==> src/rtl/nn_pkg.sv <==
// nn_pkg: shared loader state encoding and one-hot neuron select helper
package nn_pkg;
  typedef enum logic [1:0] {IDLE, LOAD, FLUSH, DONE} loader_state_t;
  localparam int MAX_NEURON = 64;
  function automatic logic [MAX_NEURON-1:0] onehot(input int unsigned idx);
    return MAX_NEURON'(1) << idx;
  endfunction
endpackage

==> src/rtl/weight_loader.sv <==
// weight_loader: streams numWeight words into the selected neuron's weight memory
module weight_loader
  import nn_pkg::*;
#(
  parameter int numWeight     = 3,
  parameter int addressWidth  = 10,
  parameter int dataWidth     = 16,
  parameter int numNeuron     = 4,
  parameter int neuronIdWidth = 2
) (
  input  logic                     clk,
  input  logic                     rst,
  input  logic                     start,
  input  logic [neuronIdWidth-1:0] neuron_sel,
  input  logic                     s_valid,
  output logic                     s_ready,
  input  logic [dataWidth-1:0]     s_data,
  input  logic                     s_last,
  output logic                     wr_en,
  output logic [addressWidth-1:0]  wr_addr,
  output logic [dataWidth-1:0]     wr_data,
  output logic [numNeuron-1:0]     wr_sel,
  output logic                     busy,
  output logic                     done,
  output logic                     err
);
  if (numWeight < 1 || numWeight > 2**addressWidth || numNeuron < 1 ||
      numNeuron > MAX_NEURON || 2**neuronIdWidth < numNeuron) begin : g_param_check
    $error("weight_loader: illegal parameter combination");
  end
  localparam logic [addressWidth-1:0] LAST = addressWidth'(numWeight - 1);
  loader_state_t state_q, state_n;
  logic [addressWidth-1:0]  count_q;
  logic [neuronIdWidth-1:0] sel_q;
  logic sel_ok, start_ok, accept, final_beat;
  assign sel_ok     = 32'(neuron_sel) < numNeuron;
  assign start_ok   = state_q == IDLE && start && sel_ok;
  assign accept     = s_ready && s_valid;
  assign final_beat = accept && (count_q == LAST || s_last);
  assign s_ready    = state_q == LOAD;
  assign busy       = state_q == LOAD || state_q == FLUSH;
  assign done       = state_q == DONE;
  always_comb begin
    state_n = state_q;
    case (state_q)
      IDLE:    state_n = start_ok ? LOAD : IDLE;
      LOAD:    state_n = final_beat ? FLUSH : LOAD;
      FLUSH:   state_n = DONE;
      default: state_n = IDLE;
    endcase
  end
  always_ff @(posedge clk or posedge rst)
    if (rst) state_q <= IDLE;
    else     state_q <= state_n;
  // A frame is malformed when s_last disagrees with the final-address position.
  always_ff @(posedge clk or posedge rst) begin
    if (rst) begin
      count_q <= '0;
      sel_q   <= '0;
      wr_en   <= 1'b0;
      wr_addr <= '0;
      wr_data <= '0;
      wr_sel  <= '0;
      err     <= 1'b0;
    end else begin
      wr_en  <= accept;
      wr_sel <= accept ? numNeuron'(onehot(32'(sel_q))) : '0;
      if (accept) begin
        wr_addr <= count_q;
        wr_data <= s_data;
        count_q <= count_q + addressWidth'(1);
        if ((count_q == LAST) ^ s_last) err <= 1'b1;
      end
      if (start_ok) begin
        sel_q   <= neuron_sel;
        count_q <= '0;
        err     <= 1'b0;
      end else if (state_q == IDLE && start) err <= 1'b1;
    end
  end
endmodule
==> config.mk <==
export PLATFORM = sky130hd
export DESIGN_NAME = weight_loader
export DESIGN_NICKNAME = d
export VERILOG_FILES = /design/src/rtl/nn_pkg.sv /design/src/rtl/weight_loader.sv
export SDC_FILE = /design/constraint.sdc
export NUM_CORES = 1
export LEC_CHECK = 0
export CORE_MARGIN = 2
export CORE_UTILIZATION = 50
export DETAILED_ROUTE_END_ITERATION = 10
export HOLD_SLACK_MARGIN = 0.1
export PLACE_DENSITY = 0.94
export SYNTH_ARGS = -nofsm -noshare
export SYNTH_HDL_FRONTEND = slang
export SYNTH_SLANG_ARGS = --single-unit
==> constraint.sdc <==
create_clock -name clk -period 4.65 [get_ports clk]
set_input_delay 0.93 -clock clk [delete_from_list [all_inputs] [get_ports clk]]
set_output_delay 0.93 -clock clk [all_outputs]
set_load 0.03 [all_outputs]
==> flow_metrics.py <==
metrics = {
    "cts": {
        "post_cts_buffers": 0,
        "cts_hold_buf": 0,
        "clockBufferDepth": 2,
        "htree_levels": 2,
        "cts_buffers": 5,
        "clk-insertion-delay-late_ps": 300,
        "clock-sinks": 46,
        "clkTransAtPathRegs_ps": 90,
        "cts_tree": "done",
        "cts_resized": 0,
        "ctsRootBufferMaster": "clkbuf_8",
    },
    "timing": {
        "setup_viol": 0,
        "max_clock_freq_mhz": 358,
        "slew-limit-headroom_pct": 40.3,
        "finalHoldViolCount": 0,
        "fin_ws_ps": 1850,
        "worstMarginPinSlew_ps": 894,
        "worst_hold_slack_ps": 478,
        "skew_ps": 4.58,
        "finalCriticalPeriod_ps": 2800,
        "fin_crit_sh_pct": 60.1,
        "finalSetupTns_ps": 0,
        "slew_violations": 0,
        "rsz0062_at_grt": "no",
    },
    "global_route": {
        "grt_pass1_wl_microns": 6980,
        "grtUsageMet3_pct": 6.81,
        "grt_max_degree": 47,
        "grt_pass1_vias": 1644,
        "met1_usage_pct": 24.5,
        "top_usage_layer": "met2",
        "grt-ovfl-total": 0,
        "grtUsageMet2_pct": 36.6,
        "antenna_found_initial": 0,
        "gr-usage-all-layers_pct": 21.4,
    },
    "final_layout": {
        "drive_above_1_share_pct": 4.18,
        "antenna_cells": 0,
        "syn_to_final_growth_pct": 36.8,
        "layout.nets": 292,
    },
    "critical_path": {
        "setup.worst_path.end": "s_ready",
        "path_class": "reg -> out",
        "worstReg2RegEnd": "count_q[0]$_DFFE_PP0P_",
        "crit_fanout": 6,
        "reg2reg_depth": 7,
        "r2r-start": "state_q[1]$_DFF_PP0_",
        "critPathLaunchType": "flip-flop",
        "required_ps": 3720,
        "startpoint": "state_q[1]$_DFF_PP0_",
        "endpoint_kind": "primary output",
        "cp.arrival_ps": 1870,
        "reg2reg_slack_ps": 2360,
    },
    "logic_synthesis": {
        "synth_area_per_cell_sq_um": 9.38,
        "ys_types": 25,
        "synth_nets": 234,
        "syn_inst": 204,
        "synth-simple-area-share_pct": 24.9,
        "synth_top_family_by_area": "simple AND/OR/NAND/NOR gates",
        "ys_ff_latch": 46,
        "synth_xor_area_share_pct": 0.916,
        "muxShareOfSynthArea_pct": 0.523,
        "synth_seq_area_share_pct": 60.2,
        "synth_warnings": 0,
        "synth-adder-area-share_pct": 4.58,
        "synth_compound_area_share_pct": 5.76,
        "syn_area_sq_mm": 0.00191,
    },
    "drt": {
        "wl_per_cell_microns": 12.9,
        "postRouteAntennaNets": 0,
        "wirelength_microns": 4020,
        "dr.pass1.iters": 4,
        "drc": 0,
        "dr_total_vias": 1596,
        "via_per_inst": 5.13,
        "dr.first_iter.drc_count": 65,
    },
    "placement": {
        "portBuffers": 57,
        "pre_cts_ws_ps": 1720,
        "hpwl_microns": 2800,
        "gp_congestion": 0.807,
    },
    "floorplan": {
        "fp.dieH_microns": 65.9,
        "start_util_pct": 52.3,
        "die_w_microns": 65.9,
        "boundaryPins": 58,
        "num_rows": 22,
        "floorplan.core_area_sq_mm": 0.00366,
        "die-area_sq_mm": 0.00434,
    },
    "min_path": {
        "worstHoldStart": "wr_data[7]$_DFFE_PP0P_",
        "hold_path.class": "reg -> reg",
    },
    "power": {
        "leakage_nw": 1.25,
        "vdd_ir_drop_max_v": 0.000423,
        "power.density_mw_per_mm2": 584,
    },
    "job": {
        "drv_cap": 0,
    },
    "run_status": {
        "outcome": "finished, final reports clean",
    },
}
[critical path: stages, from the launching register on]
cell             delay [ps]
dfrtp_1                 430
inv_1                   120
ha_1                    300
clkdlybuf4s50_1         720
[routing by layer]
metal / up-vias / share of wire [%]
li1: 776 / -
met4: 0 / 2.3
met2: 68 / 50
met1: 743 / 39
met5: - / 0
met3: 9 / 8.0
[cell type report]
type	instances	area, sq um
clock inverters	3	25.0
clock buffers	5	68.8
well taps	48	60.1
inverters	9	33.8
fillers	260	1040
flip-flops and latches	46	1150
repair buffers	58	578
multi-input cells	142	701
[Yosys cell counts]
library cell	number	area, sq um
nor2_1	7	26.3
or3_1	4	25.0
o21ai_0	8	40.0
and2_1	1	6.26
and3_1	1	6.26
nand2b_1	1	6.26
clkbuf_1	6	22.5
nand2_1	85	319
o31ai_1	3	22.5
a21oi_1	8	40.0
buf_2	1	5.00
a211oi_1	1	7.51
mux2i_1	1	10.0
or4_1	3	22.5
nor3_1	2	10.0
nand4_1	2	12.5
nor4_1	2	12.5
xor2_1	1	8.76
nand4b_1	1	8.76
inv_1	9	33.8
ha_1	7	87.6
nand3_2	1	10.0
xnor2_1	1	8.76
dfrtp_1	46	1150
nand3_1	2	10.0
[worst min-delay path by stage]
stage,endpoint,cells past startpoint
2_1_floorplan,wr_sel[2]$_DFF_PP0_,1
3_3_place_gp,wr_data[7]$_DFFE_PP0P_,2
3_5_place_dp,wr_data[7]$_DFFE_PP0P_,2
6_report,wr_data[7]$_DFFE_PP0P_,2
5_1_grt,wr_addr[3]$_DFFE_PP0P_,2
4_1_cts,wr_data[7]$_DFFE_PP0P_,2
[kinds of logic (layout without fill, tap and decap cells)]
kind of cell    count (synthesis)  count (layout)
flops                          46              46
simple gates                  112             112
fa+ha+maj                       7               7
compound gates                 20              20
mux                             1               1
buf+inv                        16              75
xor+xnor                        2               2
[power breakdown]
group,switching (mW),internal (mW)
registers,0.0772,0.513
logic,0.421,0.266
clock network,0.142,0.108
[metrics by stage]
step	area, sq um	utilization (%)	cells	power, mW
after global placement	2520	68.9	303	1.26
after floorplan	1910	-	204	1.00
final	2620	71.5	311	1.53
after detailed placement	2520	68.9	303	1.28
after CTS	2620	71.5	311	1.54
after global routing	2620	71.5	311	1.62
[sequential cells by signal (all words and copies together) (netlist names)]
| register | cells |
|---|---|
| wr_en | 1 |
| wr_addr | 10 |
| count_q | 10 |
| sel_q | 2 |
| wr_data | 16 |
| wr_sel | 4 |
| state_q | 2 |
| err | 1 |
[placed cells by master (no fill, tap or decap), types with 2 or more instances in the layout]
master	netlist	routed
nand2_1	85	85
clkdlybuf4s50_1	0	57
dfrtp_1	46	46
inv_1	9	8
o21ai_0	8	8
a21oi_1	8	8
nor2_1	7	7
ha_1	7	7
clkbuf_8	0	5
or3_1	4	4
o31ai_1	3	3
or4_1	3	3
nand3_1	2	2
nand4_1	2	2
nor4_1	2	2
nor3_1	2	2
Note: power is estimated with default switching activity, not from simulation.
